[config.mk]
export PLATFORM = sky130hd
export DESIGN_NAME = phase_scheduler
export DESIGN_NICKNAME = d
export VERILOG_FILES = /design/src/rtl/phase_scheduler_pkg.sv /design/src/rtl/phase_scheduler_rr_arbiter4.sv /design/src/rtl/phase_scheduler.sv
export SDC_FILE = /design/constraint.sdc
export NUM_CORES = 1
export LEC_CHECK = 0
export ABC_AREA = 1
export ABC_CLOCK_PERIOD_IN_PS = 2100
export CAP_MARGIN = 20
export CORE_ASPECT_RATIO = 1.5
export CORE_UTILIZATION = 35
export CTS_CLUSTER_SIZE = 28
export DETAILED_ROUTE_END_ITERATION = 6
export HOLD_SLACK_MARGIN = 0.02
export PLACE_DENSITY = 0.56
export SLEW_MARGIN = 10
export SYNTH_ARGS = -nofsm -noshare
export SYNTH_HDL_FRONTEND = slang
export SYNTH_SLANG_ARGS = --single-unit
[constraint.sdc]
create_clock -name CLK -period 2.1 [get_ports CLK]
set_clock_uncertainty 0.15 [all_clocks]
set_input_delay 0.42 -clock CLK [delete_from_list [all_inputs] [get_ports CLK]]
set_output_delay 0.42 -clock CLK [all_outputs]
set_load 0.1 [all_outputs]
[src/rtl/phase_scheduler_pkg.sv]
// phase_scheduler_pkg: light codes, FSM state encoding and phase indices shared by the scheduler.
package phase_scheduler_pkg;

    localparam logic [1:0] RED    = 2'b00;
    localparam logic [1:0] YELLOW = 2'b01;
    localparam logic [1:0] GREEN  = 2'b10;

    localparam logic [1:0] S_IDLE   = 2'b00;
    localparam logic [1:0] S_GREEN  = 2'b01;
    localparam logic [1:0] S_YELLOW = 2'b10;
    localparam logic [1:0] S_ALLRED = 2'b11;

    localparam logic [1:0] PH_NS  = 2'd0;
    localparam logic [1:0] PH_EW  = 2'd1;
    localparam logic [1:0] PH_NSL = 2'd2;
    localparam logic [1:0] PH_EWL = 2'd3;

    // Packed {ewl, nsl, ew, ns} light codes; only the granted phase can be non-red.
    function automatic logic [7:0] light_vec(input logic [1:0] st, input logic [1:0] ph);
        logic [1:0] code;
        code = st == S_GREEN ? GREEN : st == S_YELLOW ? YELLOW : RED;
        light_vec = {6'b0, code} << {ph, 1'b0};
    endfunction

endpackage

[src/rtl/phase_scheduler_rr_arbiter4.sv]
// rr_arbiter4: four-way round-robin arbiter, search starts one past the last granted phase.
module rr_arbiter4 (
    input  logic [3:0] pending,
    input  logic [1:0] last,
    output logic [1:0] grant,
    output logic       valid
);

    logic [1:0] idx;

    always_comb begin
        grant = '0;
        valid = 1'b0;
        idx   = '0;
        for (int k = 4; k >= 1; k--) begin
            idx = 2'(last + 2'(k));
            if (pending[idx]) begin
                grant = idx;
                valid = 1'b1;
            end
        end
    end

endmodule

[src/rtl/phase_scheduler.sv]
// phase_scheduler: four-phase traffic light FSM with round-robin service and tick-based timers.
// Optional pedestrian WALK support is enabled by defining PHASE_SCHED_PED_WALK_EN.
module phase_scheduler
    import phase_scheduler_pkg::*;
#(
    parameter int unsigned GREEN_MIN = 5,
    parameter int unsigned GREEN_MAX = 20,
    parameter int unsigned YELLOW_T  = 3,
    parameter int unsigned ALLRED_T  = 2
) (
    input  logic       CLK,
    input  logic       rst,
    input  logic       tick,
    input  logic [3:0] req,
    input  logic       ped_ns,
    input  logic       ped_ew,
    output logic [1:0] ns_light,
    output logic [1:0] ew_light,
    output logic [1:0] nsl_light,
    output logic [1:0] ewl_light,
    output logic       walk_ns,
    output logic       walk_ew,
    output logic [1:0] phase,
    output logic [1:0] state
);

    logic [1:0] state_n, phase_n, last_q, gnt, walk_q;
    logic [7:0] timer_q, timer_n, lights_q;
    logic [8:0] cnt;
    logic [3:0] dem_q, ped_req, pend, served;
    logic       gv, enter, others, done_green;

`ifdef PHASE_SCHED_PED_WALK_EN
    logic [1:0] ped_q, ped_live, take;
    assign ped_live = ped_q | {ped_ew, ped_ns};
    assign ped_req  = {2'b00, ped_live};
    assign take     = {enter && phase_n == PH_EW, enter && phase_n == PH_NS};
    always_ff @(posedge CLK)
        if (rst) begin
            ped_q  <= '0;
            walk_q <= '0;
        end else begin
            ped_q <= ped_live & ~take;
            for (int i = 0; i < 2; i++)
                walk_q[i] <= take[i] ? ped_live[i]
                           : walk_q[i] && state_n == S_GREEN && !(tick && cnt >= 9'(GREEN_MIN));
        end
`else
    logic unused_ped;
    assign unused_ped = ped_ns ^ ped_ew;
    assign ped_req    = '0;
    assign walk_q     = '0;
`endif

    assign pend = req | dem_q | ped_req;

    rr_arbiter4 u_arb (.pending(pend), .last(last_q), .grant(gnt), .valid(gv));

    assign cnt        = {1'b0, timer_q} + 9'd1;
    assign others     = |(pend & ~(4'b0001 << phase));
    assign done_green = cnt >= 9'(GREEN_MAX) || (cnt >= 9'(GREEN_MIN) && (!req[phase] || others));

    always_comb begin
        state_n = state;
        phase_n = phase;
        enter   = 1'b0;
        case (state)
            S_IDLE:   if (gv) begin state_n = S_GREEN; phase_n = gnt; enter = 1'b1; end
            S_GREEN:  if (tick && done_green) state_n = S_YELLOW;
            S_YELLOW: if (tick && cnt >= 9'(YELLOW_T)) state_n = S_ALLRED;
            default:  if (tick && cnt >= 9'(ALLRED_T)) begin
                state_n = gv ? S_GREEN : S_IDLE;
                phase_n = gv ? gnt : phase;
                enter   = gv;
            end
        endcase
    end

    // Timer restarts on every state change and saturates instead of wrapping.
    assign timer_n = (state_n != state || enter || state == S_IDLE) ? 8'd0
                   : (tick && timer_q != 8'hFF) ? timer_q + 8'd1 : timer_q;
    assign served  = state_n == S_GREEN ? 4'b0001 << phase_n : 4'b0000;

    always_ff @(posedge CLK)
        if (rst) begin
            state    <= S_IDLE;
            phase    <= PH_NS;
            last_q   <= PH_EWL;
            timer_q  <= '0;
            dem_q    <= '0;
            lights_q <= '0;
        end else begin
            state    <= state_n;
            phase    <= phase_n;
            last_q   <= enter ? phase_n : last_q;
            timer_q  <= timer_n;
            dem_q    <= (dem_q | req) & ~served;
            lights_q <= light_vec(state_n, phase_n);
        end

    assign {ewl_light, nsl_light, ew_light, ns_light} = lights_q;
    assign {walk_ew, walk_ns} = walk_q;

endmodule

# Word level (Yosys, flattened, before mapping)
# Index checks and enable logic that the tools add are counted.
# totals
output_inout_bits	14
word_cells	81
in_bits	9
ff_bits	26
# classes
bitwise_logic	5
n_shift	3
mux	33
n_addsub	5
n_reduce_logical	14
n_lt_le_gt_ge	9
eq_ne	6
# op_table
cell	count
$mux 2	11
$ge 9x2->1 const B	2
$lt 2x3->1 const B	5
$mux 1	13
$bmux 1 s2	5
$add 8x1->9 const B	1
$ge 9x3->1 const B	1
$ge 9x5->1 const B	1
$add 8x1->8 const B	1
$and 4x4->4	2
$ne 8x8->1 const B	1
$not 4->4	2
$shl 1x2->4 const A	2
$shl 2x3->8	1
$pmux 2 s3	1
$logic_and 1x1->1	5
$add 2x2->2 const B	2
$eq 2x1->1 const B	2
$eq 2x2->1 const B	2
$logic_or 1x1->1	4
$mux 4	1
$or 4x4->4	1
$pmux 2 s2	1
$reduce_or 2->1	2
6 further kinds	6

# Logic depth before layout (Yosys ltp)
# Gate-level depths: netlist of run 1.
# logic_depth
ltp_word	14
ltp_mapped	19
depth_no_buf	18

# By module
# A second synthesis of run 1 with hierarchy kept.
# hier_totals
hier_cells	301
hier_area_um2	1909.3
# by_module_without_submodules
mod	cells_per_inst	n_inst	area_per_inst_um2	seq_area_each_um2
phase_scheduler	252	1	1682.9	520.5
rr_arbiter4	49	1	226.5	0.0

# Least setup slack after synthesis of run 1
# Ideal clock, no wire load.
# synth_path
path_kind	register -> register
start	register phase[0]
end	register timer_q[1]
arrival_ns	2.346
t_required_ns	1.831
synth_period_minus_slack_ns	2.614
n_path_buf	1
setup_ns	0.119
slack_ns	-0.514
path_stages_with_launch	19
path_cell_list	dfxtp_1 buf_2 nand2_1 o21ai_0 nand2_1 nor2_1 nand2_1 nand2_1 nand3_2 nand2_2 nand2_1 nand2_1 nand2_1 nand2_2 nand2_2 nand2_1 nand2_2 nand2_4 nor2_2
# synth_via
elab_chain_cells	14
word_cells_on_any_way	17
cone_classes	eq/ne: 1; shift: 1; mux: 4; bitwise: 2; reduce/logical: 9
# synth_rtl
element	line_no	source
from (decl)	phase_scheduler.sv:23	output logic [1:0] phase,
from (signal assigned)	phase_scheduler.sv:94	phase <= phase_n;
$shl 1x2->4	phase_scheduler.sv:60	assign others = |(pend & ~(4'b0001 << phase));
$not 4->4	phase_scheduler.sv:60	
$and 4x4->4	phase_scheduler.sv:60	
$reduce_or 4->1	phase_scheduler.sv:60	
$logic_or 1x1->1 (*)	phase_scheduler.sv:61	assign done_green = cnt >= 9'(GREEN_MAX) || (cnt >= 9'(GREEN_MIN) && (!req[phase] || others));
$logic_and 1x1->1 (*)	phase_scheduler.sv:61	
$logic_or 1x1->1 (*)	phase_scheduler.sv:61	
$logic_and 1x1->1 (*)	phase_scheduler.sv:69	S_GREEN: if (tick && done_green) state_n = S_YELLOW;
$mux 2 (*)	phase_scheduler.sv:69	
$pmux 2 s3 (*)	phase_scheduler.sv:67	case (state)
$ne 2x2->1 (*)	phase_scheduler.sv:80	assign timer_n = (state_n != state || enter || state == S_IDLE) ? 8'd0
$logic_or 1x1->1 (*) (2 in a row)	phase_scheduler.sv:80	
$reduce_or 2->1 (no source line) (*)	-	
to (signal assigned)	phase_scheduler.sv:96	timer_q <= timer_n;
to (decl)	phase_scheduler.sv:28	logic [7:0] timer_q, timer_n, lights_q;
# Every way passes the cells marked *; elsewhere a longest branch is shown, timed or not. The select of a mux whose other input is x is not followed.
# A chain may end at the register's enable or synchronous reset.

# Final worst setup path of run 1
# layout_path
start	register timer_q[0]
end	register last_q[0]
# layout_via
elab_chain_cells	5
word_cells_on_any_way	7
cone_classes	add/sub: 1; order compare: 1; mux: 4; reduce/logical: 1
# layout_rtl
element	line_no	source
$add 8x1->9 (*)	phase_scheduler.sv:59	assign cnt = {1'b0, timer_q} + 9'd1;
$ge 9x2->1 (*)	phase_scheduler.sv:71	default: if (tick && cnt >= 9'(ALLRED_T)) begin
$logic_and 1x1->1 (*)	phase_scheduler.sv:71	
$mux 2 or $mux 1 (tied branches)	phase_scheduler.sv:71	
$pmux 2 s2 or $pmux 1 s2 (tied branches)	phase_scheduler.sv:67	
to (signal assigned)	phase_scheduler.sv:95	last_q <= enter ? phase_n : last_q;
to (decl)	phase_scheduler.sv:27	logic [1:0] state_n, phase_n, last_q, gnt, walk_q;
# Every way passes the cells marked *; elsewhere a longest branch is shown, timed or not.

==> metrics.yaml, run 1 <==
status: "complete, but fails checks"
failed_checks: "setup timing"
path_class: "flop to flop"
synth.top_cells.by_area: "dfxtp_1, nand2_1, inv_1"
p_per_area_mw_per_mm2: 1380
critical_path_required_ns: 2.10
area_delta_synth_final_pct: 44.2
hold_viol_final: 0
cts_htree_levels: 1
grt_pass1_wl_mm: 8.13
crit_family: "simple AND/OR/NAND/NOR gates"
drc: 0
r2r_start: "timer_q[0]"
fmax_mhz: 443
core_mm2: 0.00520
cp_num_cells: 15
start_util: 0.366
yosysTopAreaCell: "dfxtp_1"
syn_area_per_cell_um2: 6.33
ys_top_cells_by_count: "nand2_1, inv_1, nor2_1, dfxtp_1, nand3_1"
vias_per_cell: 4.57
dp_cells: 413
cts-root-buf: "clkbuf_8"
firstDrtPassIters: 4
crit_slowest_cell: "dfxtp_4"
drtIter0Drc: 28
synth_top_flop_cell: "dfxtp_1"
clock-sinks: 26
hold_ws_ns: 0.443
overflow: 0
dieWidth_um: 62.3
cts_tree: "yes"
synth_top_cell_area_share: 0.273
cpPeakStageDelay_ns: 0.38
vias: 1946
portBuffers: 18
rsz0062_at_grt: "yes"
stdcell_count: 426
cp-start-kind: "flop"
crit_path_end: "last_q[0]"
finalSetupViolCount: 22
cts_inserted_buffers: 3
finish.utilization: 0.528
chipHeight_um: 92.4
io-pin-count: 23
hold_path_class: "flop to flop"
crit_arrival_ns: 2.26
clk_pin_slew_ns: 0.10
crit_fanout: 6
grt_max_degree: 16
cap_violations: 0
power.leakage_nw: 1.34
layout-drive-gt1-share: 0.411
place_congestion: 0.825
path_cells: "ha_4 > nand2_2 > nor2_4 > buf_4 > nand2_2 > nand3_4 > nor2_4 > buf_6 > a21oi_4 > inv_2 > a21oi_2 > nand2_2 > nand2_4 > buf_6 > o211ai_1"
period_needed_ns: 2.25
rows: 32
fin_setup_tns_ns: -2.53
seq_area_frac_synth: 0.273
die_area_mm2: 0.00575
fin_ws_ns: -0.155
syn_area_mm2: 0.00191
reg2reg_to: "last_q[0]"
r2r_cells: 15
ys_seq_elements: 26
synth.most_common_cell: "nand2_1"
path_buf_inv: 4
routed_wl_mm: 4.87
fin_crit_sh: 1.07
setup.worst_path.end_class: "flop"
antenna_cells: 0
rrSetupSlack_ns: -0.15
final-max-slew-violation-count: 0
hold_buffers: 0
hpwl_mm: 3.81
fin_nets: 375
ant_nets: 0
place_ws_ns: -0.489
synth-edff-count: 0
async_flop_share: 0
netlist_instances: 301
critPathMostFrequentCell: "nand2_2"
cts.path.max_buffers: 2
yosysWarnings: 0
grt_pass1_vias: 1920
wl_per_cell_um: 11.4
vdd_ir_drop_max_v: 0.00116
synth.distinct_cells: 28
setup.worst_path.start: "timer_q[0]"
insertion_delay_ns: 0.28
antenna_found_initial: 0
grt_usage: 0.175
worst min-delay path, cell delays in order, from the launching register on:
cell	delay [ns]
dfxtp_1	0.38
inv_1	0.11
o21ai_1	0.07
worst min-delay path by stage:
stage,start,cells past startpoint,to,slack [ns]
detailed placement,last_q[1],2,last_q[1],0.41
CTS,last_q[1],2,last_q[1],0.45
finish,last_q[1],2,last_q[1],0.44
global placement,last_q[1],2,last_q[1],0.41
floorplan,rst,1,phase[0],0.33
global route,last_q[1],2,last_q[1],0.48
metal layers:
metal  vias to the layer above  routed length, um  GRT usage  part of all wire
met5                         -                  0          0                 0
met4                         0                 57     0.0601             0.012
met3                         6                 70     0.0123             0.014
met2                        19               2810      0.368              0.58
met1                       877               1930      0.173              0.40
li1                       1044                  -          -                 -
through the flow:
| step | total power [W] | instance area [um^2] |
|---|---|---|
| floorplan | 0.00231 | 1920 |
| global placement | 0.00296 | 2370 |
| detailed placement | 0.00296 | 2370 |
| CTS | 0.00367 | 2650 |
| global route | 0.00405 | 2750 |
| finish | 0.00379 | 2750 |
state kept, by name, summed over array words and instances, names as in the netlist:
register	flops
lights_q	8
timer_q	8
dem_q	4
last_q	2
phase	2
state	2
logic make-up after synthesis:
logic type                 synth area share
buffers and inverters                 0.112
and+or+nand+nor                       0.467
DFF                                   0.273
other                               0.00197
xor gates and xnor gates             0.0138
AOI/OAI and AO/OA                    0.0860
adders and majority gates            0.0459
layout make-up:
| class | instances | area, um^2 |
|---|---|---|
| multi-input combinational | 228 | 1390 |
| fill | 541 | 2450 |
| tap | 68 | 85.1 |
| timing repair buffer | 57 | 495 |
| clock buffer | 3 | 41.3 |
| clock inverter | 1 | 30.0 |
| sequential | 26 | 544 |
| inverter | 43 | 166 |
report_power, final:
group          internal, W  switching, W  leakage [nW]
Combinational     0.000976       0.00164          1.08
Clock             0.000255      0.000178        0.0357
Sequential        0.000611      0.000129         0.218
layout by cell type (no fill, tap or decap), types with 2 or more instances in the layout:
| cell | instances |
|---|---|
| nand2_1 | 74 |
| buf_4 | 43 |
| inv_1 | 34 |
| nand2_2 | 26 |
| nor2_1 | 25 |
| nand3_1 | 18 |
| dfxtp_1 | 17 |
| nor2_2 | 14 |
| o21ai_0 | 11 |
| nand3_2 | 9 |
| inv_2 | 7 |
| nor2_4 | 7 |
| a21oi_1 | 7 |
| nand3_4 | 5 |
| ha_1 | 5 |
| dfxtp_4 | 5 |
| buf_6 | 5 |
| nand2_4 | 4 |
| dfxtp_2 | 4 |
| nand4_1 | 3 |
| o21ai_1 | 3 |
| clkbuf_8 | 3 |
| dlygate4sd2_1 | 3 |
| clkdlybuf4s50_1 | 3 |
| buf_12 | 3 |
| inv_4 | 2 |
| o21bai_1 | 2 |
| xor2_1 | 2 |
| a21oi_2 | 2 |
| ha_4 | 2 |
| conb_1 | 2 |
timing repair:
action                                  4_1_cts  5_1_grt
buffers inserted                              4        5
endpoints found under the setup margin       26       26
pin swaps                                    21       21
gates resized for setup                      50       20
Note: power is estimated with default switching activity, not from simulation.
==> run 2, diff against run 1 <==
Settings changed: ABC_CLOCK_PERIOD_IN_PS 2100 to 2300, GPL_ROUTABILITY_DRIVEN set to 0, PLACE_DENSITY 0.56 to 0.54.
Clock period 2.1 ns to 2.3 ns, I/O delays scaled along.
==> run 2 against run 1 <==
Net effect: the run now ends clean; register-to-register slack improved by 0.24 ns; worst setup slack better by 0.24 ns; die area unchanged; hold slack got worse by 0.024 ns; non-clock buffer count fell by 17; utilization shrank 4.0 points; clock power decreased by 8.1%; total power shrank 15%; critical endpoint is now timer_q[5]; highest routed layer unchanged.
==> metrics.yaml, run 2 (synthesized netlist as in run 1, its figures left out) <==
status: "finished clean"
layout-drive-gt1-share: 0.352
firstDrtPassIters: 4
largestRegisters: "lights_q: 8 flops, timer_q: 8 flops, dem_q: 4 flops"
hold_viol_final: 0
fin_crit_sh: 0.965
path_buf_inv: 3
area_delta_synth_final_pct: 33.3
crit_slowest_cell: "dfxtp_4"
antenna_found_initial: 0
cts_htree_levels: 1
cts_inserted_buffers: 3
wl_per_cell_um: 11.2
overflow: 0
cp_num_cells: 13
clock-sinks: 26
drtIter0Drc: 57
crit_path_end: "timer_q[5]"
cp-start-kind: "flop"
portBuffers: 18
cts.path.max_buffers: 2
chipHeight_um: 92.4
power.leakage_nw: 1.26
drc: 0
r2r_start: "timer_q[0]"
cts_tree: "yes"
r2r_cells: 13
final_common_cell: "nand2_1"
dp_cells: 405
dieWidth_um: 62.3
crit_arrival_ns: 2.29
fin_nets: 358
period_needed_ns: 2.22
cts_setup_buffers: 0
path_class: "flop to flop"
critical_path_required_ns: 2.37
cts-root-buf: "clkbuf_8"
cap_violations: 0
fmax_mhz: 451
io-pin-count: 23
grt_usage: 0.168
final_cell_mix: "nand2_1, inv_1, buf_4"
reg2reg_to: "timer_q[5]"
core_mm2: 0.00520
p_total_w: 0.00322
hold_path_class: "flop to flop"
start_util: 0.366
crit_family: "simple AND/OR/NAND/NOR gates"
setup.worst_path.end_class: "flop"
grt_pass1_wl_mm: 7.90
routed_wl_mm: 4.59
vias: 1877
rsz0062_at_grt: "yes"
path_cells: "buf_4 > inv_4 > ha_4 > buf_4 > nor3_4 > nand2_1 > nand3_2 > o21ai_2 > nor2_2 > nand2_2 > nor2_4 > nand2_8 > nor2_2"
grt_max_degree: 16
p_per_area_mw_per_mm2: 1270
final-max-slew-violation-count: 0
setup.worst_path.start: "timer_q[0]"
antenna_cells: 0
insertion_delay_ns: 0.28
die_area_mm2: 0.00575
ant_nets: 0
finalSetupViolCount: 0
fillers: 561
vdd_ir_drop_max_v: 0.000940
crit_fanout: 8
hpwl_mm: 3.58
vias_per_cell: 4.59
grt_pass1_vias: 1890
stdcell_count: 409
rrSetupSlack_ns: 0.08
clk_pin_slew_ns: 0.10
rows: 32
cpPeakStageDelay_ns: 0.37
-- run 2: timing repair --
action | CTS | global route
hold buffers | 0 | 0
endpoints found under the setup margin | 14 | 26
resized for setup | 15 | 38
cloned | 0 | 0
pin swaps | 1 | 10
-- run 2: how the worst min path moves through the flow --
stage,start,end,slack [ns],cells after the start
final,last_q[1],last_q[1],0.42,2
after global routing,last_q[1],last_q[1],0.45,2
after CTS,last_q[1],last_q[1],0.42,2
after detailed placement,last_q[1],last_q[1],0.40,2
after global placement,last_q[1],last_q[1],0.40,2
after floorplan,dem_q[0],dem_q[0],0.36,4
-- run 2: cell type report --
type                            count  area, um^2  share of cell area
Timing Repair Buffer               40         325               0.128
Multi-Input combinational cell    228        1360               0.534
Tap cell                           68        85.1              0.0335
Sequential cell                    26         536               0.211
Inverter                           43         166              0.0655
Clock inverter                      1        30.0              0.0118
Clock buffer                        3        41.3              0.0162
-- run 2: worst register-to-register path, delay by kind of cell, from the launching register on --
| kind | cells | cell delay [ns] |
|---|---|---|
| adder cells (fa/ha/maj) | 1 | 0.20 |
| AO/OA/AOI/OAI | 1 | 0.09 |
| AND/OR/NAND/NOR | 8 | 0.98 |
| buffers and inverters | 3 | 0.36 |
| flip-flops | 1 | 0.37 |
-- run 2: metal layers --
metal	track usage	share of wire
met1	0.170	0.40
met4	0.0659	0.019
met3	0.0209	0.020
met5	0	0
met2	0.341	0.56
-- run 2: power breakdown --
part	internal [W]	switching, W
logic	0.000705	0.00145
clock network	0.000233	0.000166
registers	0.000557	0.000112
total	0.00150	0.00173
-- run 2: per-stage QoR --
stage	util	setup slack [ns]	TNS (ns)	hold slack, ns	area, um^2
3_3_place_gp	0.435	-0.330	-6.89	0.398	2260
2_1_floorplan	-	0.0466	0	0.363	1920
3_5_place_dp	0.435	-0.346	-7.27	0.402	2260
6_report	0.488	0.0809	0	0.419	2540
4_1_cts	0.459	0.00236	0	0.419	2390
5_1_grt	0.488	-0.0628	-0.656	0.449	2540
==> run 3, diff against run 2 <==
Settings changed: ABC_CLOCK_PERIOD_IN_PS 2300 to 2370, RECOVER_POWER set to 50, SYNTH_HIERARCHICAL set to 1.
Clock period 2.3 ns to 2.37 ns, I/O delays scaled along.
==> run 3 against run 2 <==
Net effect: hold slack lost 0.015 ns; synthesized cell count is the same; clock power down 5%; critical path depth rose by 2; wire length up 5.8%; highest routed layer unchanged; combinational power shrank 19%.
==> metrics.yaml, run 3 <==
stdcell_count: 417
grt_usage: 0.182
insertion_delay_ns: 0.28
fin_nets: 366
netlist_instances: 301
relSlewSlack: 0.617
ys_top_cells_by_count: "nand2_1, inv_1, dfxtp_1, nand3_1, nor2_1"
final-max-slew-violation-count: 0
placed_area_mm2: 0.00230
finalSetupViolCount: 0
seq_area_frac_synth: 0.273
ant_nets: 0
crit_arrival_ns: 2.24
wl_met3_um: 133
cts_inserted_buffers: 3
antenna_cells: 0
fin_crit_sh: 0.937
hpwl_mm: 3.65
synth.distinct_cells: 34
period_needed_ns: 2.22
vdd_ir_drop_max_v: 0.000886
antenna_found_initial: 0
overflow: 0
yosysWarnings: 6
r2r_cells: 16
fmax_mhz: 450
syn_area_per_cell_um2: 6.34
hold_buffers: 0
fin_setup_tns_ns: 0
power.leakage_nw: 1.32
portBuffers: 18
synth-edff-count: 0
fin_area_mm2: 0.00264
grt_max_degree: 16
highest_layer: "met4"
cap_violations: 0
p_per_area_mw_per_mm2: 1040
dieWidth_um: 62.3
critical_path_required_ns: 2.39
hold_depth: 4
largestRegisters: "lights_q: 8 flops, timer_q: 8 flops, dem_q: 4 flops"
synth.top_cells.by_area: "dfxtp_1, nand2_1, inv_1"
status: "finished clean"
cts_htree_levels: 1
drt-met1-wl_mm: 1.90
cp-start-kind: "primary input"
ys_seq_elements: 26
crit_fanout: 8
die_area_mm2: 0.00576
grt_pass1_wl_mm: 8.45
drc: 0
syn_area_mm2: 0.00191
clk_pin_slew_ns: 0.09
dp_cells: 405
wl_met2_mm: 2.73
hold_viol_final: 0
yosysTopAreaCell: "dfxtp_1"
core_mm2: 0.00520
start_util: 0.367
grt_pass1_vias: 1918
chipHeight_um: 92.5
synth_top_flop_cell: "dfxtp_1"
cts_tree: "yes"
io-pin-count: 23
fillers: 533
firstDrtPassIters: 4
async_flop_share: 0
setup.worst_path.end_class: "flop"
vias_per_cell: 4.64
final_common_cell: "nand2_1"
hold_path_class: "flop to flop"
path_class: "primary input to flop"
vias: 1934
tightest_slew_ns: 0.575
drtIter0Drc: 55
cts-root-buf: "clkbuf_8"
cts.path.max_buffers: 2
rows: 32
routed_wl_mm: 4.86
wl_per_cell_um: 11.6
synth.most_common_cell: "nand2_1"
final_cell_mix: "nand2_1, inv_1, buf_4"
area_delta_synth_final_pct: 38.3
layout-drive-gt1-share: 0.407
clock-sinks: 26
synth_top_cell_area_share: 0.273
==> run 3: cells by family after synthesis <==
group / share of synthesized area
AND/OR/NAND/NOR: 0.464
adder cells (fa/ha/maj): 0.0459
other: 0.00196
AO/OA/AOI/OAI: 0.0950
flip-flops: 0.273
XOR/XNOR: 0.00459
buffers and inverters: 0.116
==> run 3: routing by layer <==
| layer | vias up | global-route usage |
|---|---|---|
| met3 | 9 | 0.0246 |
| met1 | 860 | 0.194 |
| met5 | - | 0 |
| li1 | 1036 | - |
| met2 | 29 | 0.355 |
| met4 | 0 | 0.0659 |
==> run 3: metrics by stage <==
step	total power, W	setup WS [ns]	hold WS [ns]	utilization
4_1_cts	0.00272	0.000465	0.399	0.473
3_3_place_gp	0.00216	-0.562	0.375	0.441
5_1_grt	0.00296	-0.0243	0.452	0.507
6_report	0.00275	0.149	0.404	0.507
3_5_place_dp	0.00215	-0.557	0.377	0.441
2_1_floorplan	0.00172	0.150	0.358	-
==> run 3: layout make-up <==
| type | count | area, um^2 | area share |
|---|---|---|---|
| clock inverters | 1 | 30.0 | 0.0114 |
| inverters | 46 | 183 | 0.0692 |
| repair buffers | 49 | 368 | 0.139 |
| flip-flops and latches | 26 | 536 | 0.203 |
| well taps | 68 | 85.1 | 0.0322 |
| clock buffers | 3 | 41.3 | 0.0156 |
| multi-input cells | 224 | 1400 | 0.530 |
==> run 3: path summary, 6_finish.rpt <==
check | start | to | slack [ns]
max | req[2] | timer_q[1] | 0.15
min | dem_q[1] | dem_q[1] | 0.40
max reg2reg | timer_q[1] | dem_q[3] | 0.16
min reg2reg | dem_q[1] | dem_q[1] | 0.40
==> run 3: critical path, cell delays in order <==
cell           delay (ns)
dlygate4sd2_1        0.25
inv_2                0.07
nand2_2              0.07
nand2_1              0.08
nand2_2              0.07
nor2_1               0.19
nand2_4              0.09
inv_4                0.10
nand2_1              0.06
a21oi_1              0.24
nand3_4              0.14
nand2_4              0.11
nand2_2              0.06
nand3_4              0.17
nor3_2               0.05
==> run 3: repair_timing <==
action,4_1_cts,5_1_grt
pin swaps,17,28
setup endpoints to repair,24,25
setup buffers,1,7
resized for setup,27,52
==> run 3: report_power, final <==
part	total (W)	leakage [nW]	internal [W]	switching, W
Clock	0.000381	0.0357	0.000226	0.000154
Sequential	0.000608	0.216	0.000528	0.0000805
Combinational	0.00176	1.07	0.000617	0.00114
Total	0.00275	1.32	0.00137	0.00138
